**config.mk**
```make
export PLATFORM = sky130hd
export DESIGN_NAME = javk_biu_flat
export DESIGN_NICKNAME = d
export VERILOG_FILES = /design/src/rtl/javk_biu_if.sv /design/src/rtl/javk_biu.sv /design/src/flat_wrapper.sv
export SDC_FILE = /design/constraint.sdc
export NUM_CORES = 1
export LEC_CHECK = 0
export BUFFER_PORTS_ARGS = -buffer_cell sky130_fd_sc_hd__buf_2
export CAP_MARGIN = 15
export CORE_UTILIZATION = 34
export DETAILED_ROUTE_END_ITERATION = 10
export GPL_ROUTABILITY_DRIVEN = 0
export GPL_TIMING_DRIVEN = 0
export SYNTH_ARGS = -nofsm -noshare
export SYNTH_HDL_FRONTEND = slang
export SYNTH_SLANG_ARGS = --single-unit
```
**constraint.sdc**
```tcl
create_clock -name clk -period 2.78 [get_ports clk]
set_input_delay 0.139 -clock clk [delete_from_list [all_inputs] [get_ports clk]]
set_output_delay 0.139 -clock clk [all_outputs]
set_load 0.01 [all_outputs]
```
**src/rtl/javk_biu_if.sv**
```systemverilog
// JAVK bus interface unit signal bundle: core fetch port, core load/store
// port and the external memory bus, with a BIU-side and an environment-side view.
interface javk_biu_if #(
  parameter int DATA_W = 8,
  parameter int ADDR_W = 16
) ();
  // Instruction prefetch port
  logic              if_valid;
  logic [DATA_W-1:0] if_data;
  logic              if_ready;
  logic              if_flush;
  logic [ADDR_W-1:0] if_flush_addr;
  // Load/store port
  logic              mem_req;
  logic              mem_we;
  logic [ADDR_W-1:0] mem_addr;
  logic [DATA_W-1:0] mem_wdata;
  logic              mem_ack;
  logic [DATA_W-1:0] mem_rdata;
  // External memory bus
  logic [ADDR_W-1:0] addrbus;
  logic              rw;
  logic [DATA_W-1:0] databus_out;
  logic              databus_oe;
  logic [DATA_W-1:0] databus_in;
  logic              bus_ready;

  modport master (
    output if_valid, if_data,
    input  if_ready, if_flush, if_flush_addr,
    input  mem_req, mem_we, mem_addr, mem_wdata,
    output mem_ack, mem_rdata,
    output addrbus, rw, databus_out, databus_oe,
    input  databus_in, bus_ready
  );

  modport slave (
    input  if_valid, if_data,
    output if_ready, if_flush, if_flush_addr,
    output mem_req, mem_we, mem_addr, mem_wdata,
    input  mem_ack, mem_rdata,
    input  addrbus, rw, databus_out, databus_oe,
    output databus_in, bus_ready
  );
endinterface

```
**src/rtl/javk_biu.sv**
```systemverilog
// JAVK bus interface unit: single-edge bus sequencer with an instruction
// prefetch FIFO, a load/store port that outranks prefetch, and wait states
// driven by bus_ready. One access is in flight at a time.
module javk_biu #(
  parameter int                DATA_W   = 8,
  parameter int                ADDR_W   = 16,
  parameter int                PF_DEPTH = 2,
  parameter logic [ADDR_W-1:0] RST_VEC  = '0
) (
  input  logic       clk,
  input  logic       rst,
  javk_biu_if.master bus
);

  localparam int PTR_W = (PF_DEPTH > 1) ? $clog2(PF_DEPTH) : 1;
  localparam int CNT_W = $clog2(PF_DEPTH + 1);
  localparam logic [PTR_W-1:0] PTR_ONE   = PTR_W'(1);
  localparam logic [PTR_W-1:0] PTR_LAST  = PTR_W'(PF_DEPTH - 1);
  localparam logic [CNT_W-1:0] CNT_ONE   = CNT_W'(1);
  localparam logic [CNT_W-1:0] CNT_DEPTH = CNT_W'(PF_DEPTH);
  localparam logic [ADDR_W-1:0] PC_ONE   = ADDR_W'(1);

  typedef enum logic {ST_IDLE = 1'b0, ST_BUS = 1'b1} state_t;
  typedef enum logic [1:0] {ACC_FETCH = 2'd0, ACC_LOAD = 2'd1, ACC_STORE = 2'd2} acc_t;

  state_t            state_q, state_d;
  acc_t              acc_q, acc_d;
  logic              discard_q, discard_d;
  logic [ADDR_W-1:0] pc_q, pc_d;
  logic [PTR_W-1:0]  head_q, head_d;
  logic [PTR_W-1:0]  tail_q, tail_d;
  logic [CNT_W-1:0]  count_q, count_d;
  logic [DATA_W-1:0] queue_q [PF_DEPTH];
  logic              mem_ack_q, mem_ack_d;
  logic [DATA_W-1:0] mem_rdata_q, mem_rdata_d;
  logic [ADDR_W-1:0] addrbus_q, addrbus_d;
  logic              rw_q, rw_d;
  logic              oe_q, oe_d;
  logic [DATA_W-1:0] dout_q, dout_d;

  logic              complete_s;
  logic              bus_free_s;
  logic              push_s;
  logic              pop_s;
  logic [CNT_W-1:0]  count_after_s;
  logic [ADDR_W-1:0] pc_eff_s;
  logic              data_ok_s;
  logic              sel_data_s;
  logic              sel_fetch_s;

  // Circular pointer advance; PF_DEPTH need not be a power of two.
  function automatic logic [PTR_W-1:0] ptr_inc(input logic [PTR_W-1:0] p);
    if (p == PTR_LAST) begin
      ptr_inc = '0;
    end else begin
      ptr_inc = p + PTR_ONE;
    end
  endfunction

  // A flush squashes any push (discarded fetch) and any pop at the same edge.
  assign complete_s    = (state_q == ST_BUS) && bus.bus_ready;
  assign bus_free_s    = (state_q == ST_IDLE) || bus.bus_ready;
  assign push_s        = complete_s && (acc_q == ACC_FETCH) && !discard_q && !bus.if_flush;
  assign pop_s         = (count_q != '0) && bus.if_ready && !bus.if_flush;
  assign count_after_s = bus.if_flush ? '0 :
                         (push_s && !pop_s) ? count_q + CNT_ONE :
                         (!push_s && pop_s) ? count_q - CNT_ONE : count_q;
  assign pc_eff_s      = bus.if_flush ? bus.if_flush_addr : pc_q;
  // The request being completed (or just acked) is the same request, not a new one.
  assign data_ok_s     = bus.mem_req && !mem_ack_q && !(complete_s && (acc_q != ACC_FETCH));

  // State register: bus sequencer FSM
  always_ff @(posedge clk or posedge rst) begin
    if (rst) begin
      state_q <= ST_IDLE;
    end else begin
      state_q <= state_d;
    end
  end

  // Next state: arbitrate whenever the bus is free at this edge
  always_comb begin
    sel_data_s  = 1'b0;
    sel_fetch_s = 1'b0;
    state_d     = state_q;
    if (bus_free_s) begin
      sel_data_s  = data_ok_s;
      sel_fetch_s = !data_ok_s && (count_after_s < CNT_DEPTH);
    end else begin
      sel_data_s  = 1'b0;
      sel_fetch_s = 1'b0;
    end
    case (state_q)
      ST_IDLE: state_d = (sel_data_s || sel_fetch_s) ? ST_BUS : ST_IDLE;
      ST_BUS: begin
        if (bus.bus_ready) begin
          state_d = (sel_data_s || sel_fetch_s) ? ST_BUS : ST_IDLE;
        end else begin
          state_d = ST_BUS;
        end
      end
      default: state_d = ST_IDLE;
    endcase
  end

  // Outputs and datapath: bus cycle setup, pc, queue pointers, completion
  always_comb begin
    addrbus_d   = addrbus_q;
    rw_d        = rw_q;
    oe_d        = oe_q;
    dout_d      = dout_q;
    acc_d       = acc_q;
    pc_d        = pc_eff_s;
    count_d     = count_after_s;
    mem_ack_d   = complete_s && (acc_q != ACC_FETCH);
    mem_rdata_d = mem_rdata_q;
    discard_d   = 1'b0;
    head_d      = head_q;
    tail_d      = tail_q;

    if (sel_data_s) begin
      addrbus_d = bus.mem_addr;
      rw_d      = bus.mem_we;
      oe_d      = bus.mem_we;
      acc_d     = bus.mem_we ? ACC_STORE : ACC_LOAD;
      dout_d    = bus.mem_we ? bus.mem_wdata : dout_q;
    end else if (sel_fetch_s) begin
      addrbus_d = pc_eff_s;
      rw_d      = 1'b0;
      oe_d      = 1'b0;
      acc_d     = ACC_FETCH;
      pc_d      = pc_eff_s + PC_ONE;
    end else if (bus_free_s) begin
      rw_d = 1'b0;
      oe_d = 1'b0;
    end else begin
      rw_d = rw_q;
      oe_d = oe_q;
    end

    if (complete_s && (acc_q == ACC_LOAD)) begin
      mem_rdata_d = bus.databus_in;
    end else begin
      mem_rdata_d = mem_rdata_q;
    end

    // A fetch still waiting on the bus remembers that it was flushed.
    if ((state_q == ST_BUS) && !bus.bus_ready && (acc_q == ACC_FETCH)) begin
      discard_d = discard_q || bus.if_flush;
    end else begin
      discard_d = 1'b0;
    end

    if (bus.if_flush) begin
      head_d = '0;
      tail_d = '0;
    end else begin
      head_d = pop_s ? ptr_inc(head_q) : head_q;
      tail_d = push_s ? ptr_inc(tail_q) : tail_q;
    end
  end

  // Datapath registers
  always_ff @(posedge clk or posedge rst) begin
    if (rst) begin
      acc_q       <= ACC_FETCH;
      discard_q   <= 1'b0;
      pc_q        <= RST_VEC;
      head_q      <= '0;
      tail_q      <= '0;
      count_q     <= '0;
      mem_ack_q   <= 1'b0;
      mem_rdata_q <= '0;
      addrbus_q   <= '0;
      rw_q        <= 1'b0;
      oe_q        <= 1'b0;
      dout_q      <= '0;
    end else begin
      acc_q       <= acc_d;
      discard_q   <= discard_d;
      pc_q        <= pc_d;
      head_q      <= head_d;
      tail_q      <= tail_d;
      count_q     <= count_d;
      mem_ack_q   <= mem_ack_d;
      mem_rdata_q <= mem_rdata_d;
      addrbus_q   <= addrbus_d;
      rw_q        <= rw_d;
      oe_q        <= oe_d;
      dout_q      <= dout_d;
    end
  end

  // Prefetch queue storage: fetched words written at the tail
  always_ff @(posedge clk or posedge rst) begin
    if (rst) begin
      for (int i = 0; i < PF_DEPTH; i++) begin
        queue_q[i] <= '0;
      end
    end else if (push_s) begin
      queue_q[tail_q] <= bus.databus_in;
    end
  end

  assign bus.if_valid    = (count_q != '0);
  assign bus.if_data     = queue_q[head_q];
  assign bus.mem_ack     = mem_ack_q;
  assign bus.mem_rdata   = mem_rdata_q;
  assign bus.addrbus     = addrbus_q;
  assign bus.rw          = rw_q;
  assign bus.databus_out = dout_q;
  assign bus.databus_oe  = oe_q;

endmodule

```
**src/flat_wrapper.sv**
```systemverilog
// flat-port wrapper written by rule: the top's interface ports become plain ports
module javk_biu_flat 
#(
  parameter int                DATA_W   = 8,
  parameter int                ADDR_W   = 16,
  parameter int                PF_DEPTH = 2,
  parameter logic [ADDR_W-1:0] RST_VEC  = '0
)
  (clk, rst, bus_if_valid, bus_if_data, bus_if_ready, bus_if_flush, bus_if_flush_addr, bus_mem_req, bus_mem_we, bus_mem_addr, bus_mem_wdata, bus_mem_ack, bus_mem_rdata, bus_addrbus, bus_rw, bus_databus_out, bus_databus_oe, bus_databus_in, bus_bus_ready);
  javk_biu_if #(.DATA_W(DATA_W), .ADDR_W(ADDR_W)) bus_i ();
  input  logic clk;
  input  logic rst;
  output wire logic [$bits(bus_i.if_valid)-1:0] bus_if_valid;
  output wire logic [$bits(bus_i.if_data)-1:0] bus_if_data;
  input wire logic [$bits(bus_i.if_ready)-1:0] bus_if_ready;
  input wire logic [$bits(bus_i.if_flush)-1:0] bus_if_flush;
  input wire logic [$bits(bus_i.if_flush_addr)-1:0] bus_if_flush_addr;
  input wire logic [$bits(bus_i.mem_req)-1:0] bus_mem_req;
  input wire logic [$bits(bus_i.mem_we)-1:0] bus_mem_we;
  input wire logic [$bits(bus_i.mem_addr)-1:0] bus_mem_addr;
  input wire logic [$bits(bus_i.mem_wdata)-1:0] bus_mem_wdata;
  output wire logic [$bits(bus_i.mem_ack)-1:0] bus_mem_ack;
  output wire logic [$bits(bus_i.mem_rdata)-1:0] bus_mem_rdata;
  output wire logic [$bits(bus_i.addrbus)-1:0] bus_addrbus;
  output wire logic [$bits(bus_i.rw)-1:0] bus_rw;
  output wire logic [$bits(bus_i.databus_out)-1:0] bus_databus_out;
  output wire logic [$bits(bus_i.databus_oe)-1:0] bus_databus_oe;
  input wire logic [$bits(bus_i.databus_in)-1:0] bus_databus_in;
  input wire logic [$bits(bus_i.bus_ready)-1:0] bus_bus_ready;
  assign bus_if_valid = bus_i.if_valid;
  assign bus_if_data = bus_i.if_data;
  assign bus_i.if_ready = bus_if_ready;
  assign bus_i.if_flush = bus_if_flush;
  assign bus_i.if_flush_addr = bus_if_flush_addr;
  assign bus_i.mem_req = bus_mem_req;
  assign bus_i.mem_we = bus_mem_we;
  assign bus_i.mem_addr = bus_mem_addr;
  assign bus_i.mem_wdata = bus_mem_wdata;
  assign bus_mem_ack = bus_i.mem_ack;
  assign bus_mem_rdata = bus_i.mem_rdata;
  assign bus_addrbus = bus_i.addrbus;
  assign bus_rw = bus_i.rw;
  assign bus_databus_out = bus_i.databus_out;
  assign bus_databus_oe = bus_i.databus_oe;
  assign bus_i.databus_in = bus_databus_in;
  assign bus_i.bus_ready = bus_bus_ready;
  javk_biu #(.DATA_W(DATA_W), .ADDR_W(ADDR_W), .PF_DEPTH(PF_DEPTH), .RST_VEC(RST_VEC)) u_core (.clk(clk), .rst(rst), .bus(bus_i));
endmodule
```
==> results_dict.tcl <==
set metrics [dict create \
    cts.sinks 74 \
    holdWs_ns 0.0163 \
    synth_cell_type_count 44 \
    grt_use_met3_pct 3.77 \
    status "completed" \
    routed_via_density 4.99 \
    grt_antenna_before_repair 0 \
    die_x_um 106 \
    syn_inst 311 \
    rows 37 \
    layout.nets 497 \
    clk_latency_ns 0.36 \
    layout-drive-gt1-share_pct 41.3 \
    fp.dieH_um 106 \
    worst_r2r_endpoint "u_core.bus.addrbus[3]$_DFFE_PP0P_" \
    first_pass_iters 4 \
    worstReg2RegStart "u_core.acc_q[0]$_DFFE_PP0P_" \
    critPathArrivalTime_ns 2.80 \
    startpoint_type "input port" \
    drv_slew 0 \
    synth_edf_count 0 \
    avgSynthCellArea_sq_um 11.8 \
    final_core_util_pct 45.9 \
    finalCritPeriodShare_pct 90.6 \
    cts_buffer_depth 2 \
    grt_pass1_wl_mm 15.1 \
    diodes 0 \
    htree_levels 3 \
    grt_pass1_vias 2990 \
    globalRouteOverflowTotal 0 \
    cts-buffers-inserted 9 \
    ys_seq_area_share_pct 50.6 \
    cts_root_buffer "clkbuf_8" \
    synth_seq_cells 74 \
    rsz0062_at_grt "false" \
    synthDominantCellAreaShare_pct 50.6 \
    postCtsSetupRepairBufs 0 \
    yosys-top-cells-area "dfrtp_1, mux2_2, xnor2_1" \
    clock-skew-final_ns 0.00716 \
    critPathCaptureType "flip-flop" \
    drv_cap 0 \
    crit_type "input port to flip-flop" \
    power.density_nw_per_um2 949 \
    antenna_left 0 \
    hold_violations 0 \
    leakagePower_nw 2.14 \
    clk_pin_slew_ns 0.08 \
    max-slew-margin-rel_pct 49.7 \
    synth.largest_area_cell "dfrtp_1" \
    met2_usage_pct 28.9 \
    ios 99 \
    async_flop_share_pct 100 \
    syn-num-nets 368 \
    cts_tree "yes" \
    grt_max_degree 47 \
    area_growth_pct 30.0 \
    netlist_area_sq_um 3660 \
    nFillCells 1001 \
    max_freq_mhz 397 \
    layout_commonest_cell "buf_2" \
    stdcell_area_sq_um 4760 \
    whs_path_depth 2 \
    portBuffers 97 \
    drt_iter0_markers 131 \
    setup_viol 0 \
    vias 2902 \
    rrSetupSlack_ns 0.27 \
    vdd_ir_drop_max_v 0.000391 \
    start_util_pct 35.3 \
    dp_hpwl_mm 6.57 \
    place_area_sq_um 4350 \
    die-area_sq_um 11200 \
    ys_warn_count 0 \
    wl_per_cell_um 15.5 \
    holdCritPathClass "input port to flip-flop" \
    routed_wirelength_mm 8.99 \
    busiest_layer "met2" \
    gr-usage-met1_pct 22.3 \
    hp-start "bus_mem_wdata[4]" \
    grt_usage_pct 17.5 \
    fin_crit_ns 2.52 \
    synth_flop_cell "dfrtp_1" \
    min_to "u_core.bus.databus_out[4]$_DFFE_PP0P_" \
    reg2reg_depth 7 \
    drc 0 \
    final_cell_mix "buf_2, dfrtp_1, mux2_2" \
    coreArea_sq_um 10400 \
    cp_max_fo 19 \
    cp.required_ns 3.06 \
    worst_pin_slew_ns 0.751 \
]
## synthesized netlist by cell type (3+ instances only)
cell / number
mux2_2: 47
nand2_1: 23
inv_1: 20
dfrtp_1: 74
o21ai_0: 7
mux2i_1: 10
nand3b_1: 3
xnor2_1: 16
and2_1: 4
nor3_1: 4
o221ai_1: 11
a221o_1: 5
a21oi_1: 4
nand4_1: 5
nor4_2: 9
nand2b_1: 4
nor2b_1: 5
nor4_1: 3
nor2_1: 8
clkbuf_1: 3
nand3_1: 9
xor2_1: 3
buf_1: 3
buf_2: 5
## what timing repair did
item	CTS	global route
hold buffers	21	0
gates resized for setup	0	3
hold endpoints to repair	48	0
endpoints found under the setup margin	2	10
## where the power goes
| part | total, W | leakage (nW) | internal, W | switching, W |
|---|---|---|---|---|
| clock network | 0.000865 | 0.0962 | 0.000444 | 0.000421 |
| logic | 0.00188 | 1.15 | 0.000904 | 0.000975 |
| registers | 0.00177 | 0.896 | 0.00153 | 0.000238 |
## per-stage QoR
step | TNS [ns] | worst slack (ns) | std cells | power (W)
finish | 0 | 0.262 | 581 | 0.00451
global route | 0 | 0.122 | 581 | 0.00485
CTS | 0 | 0.229 | 581 | 0.00458
detailed placement | -1.16 | -0.451 | 545 | 0.00366
global placement | -23.13 | -0.423 | 544 | 0.00361
floorplan | 0 | 0.0918 | 311 | 0.00300
## metal layers
layer | part of all wire, % | wire length (um)
met5 | 0 | 0
met4 | 1.3 | 119
met3 | 4.7 | 425
met2 | 49 | 4370
met1 | 45 | 4080
## worst max-delay path, cell delays in order
cell,delay [ns]
buf_2,0.15
buf_2,0.38
mux2_2,0.28
ha_1,0.18
inv_1,0.07
a2111oi_2,0.47
or4b_1,0.58
nor4_1,0.37
xor2_1,0.17
## area by class of cell
class	count	area [sq um]	area share, %
plain buffers	13	71.3	1.50
clock buffers	11	141	2.97
clock inverters	5	62.6	1.32
inverters	20	77.6	1.63
multi-input cells	203	1660	34.9
flip-flops and latches	74	1850	38.9
well taps	136	170	3.58
repair buffers	119	723	15.2
## state kept, by name (all words and copies together) (netlist names)
name                    count
u_core.tail_q               1
u_core.head_q               1
u_core.bus.mem_rdata        8
u_core.bus.mem_ack          1
u_core.queue_q             16
u_core.discard_q            1
u_core.acc_q                2
u_core.pc_q                16
u_core.bus.rw               1
u_core.count_q              2
u_core.bus.databus_out      8
u_core.bus.addrbus         16
u_core.state_q              1
## worst max path at each step
| stage | startpoint | endpoint | slack [ns] |
|---|---|---|---|
| after floorplan | bus_if_flush | u_core.pc_q[14]$_DFF_PP0_ | 0.09 |
| after global placement | bus_if_flush | u_core.pc_q[14]$_DFF_PP0_ | -0.42 |
| after detailed placement | bus_if_flush | u_core.pc_q[14]$_DFF_PP0_ | -0.45 |
| after CTS | u_core.acc_q[0]$_DFFE_PP0P_ | u_core.bus.addrbus[3]$_DFFE_PP0P_ | 0.23 |
| after global routing | u_core.acc_q[0]$_DFFE_PP0P_ | u_core.acc_q[0]$_DFFE_PP0P_ | 0.12 |
| final | bus_if_flush | u_core.pc_q[14]$_DFF_PP0_ | 0.26 |
## kinds of logic after synthesis
logic type / Yosys count / synth area share [%]
and+or+nand+nor: 85 / 14.0
AOI/OAI and AO/OA: 40 / 8.89
muxes: 57 / 17.2
DFF: 74 / 50.6
buffers and inverters: 34 / 4.07
adders and majority gates: 2 / 0.684
xor gates and xnor gates: 19 / 4.55
Power figures use the tool's default switching activity.
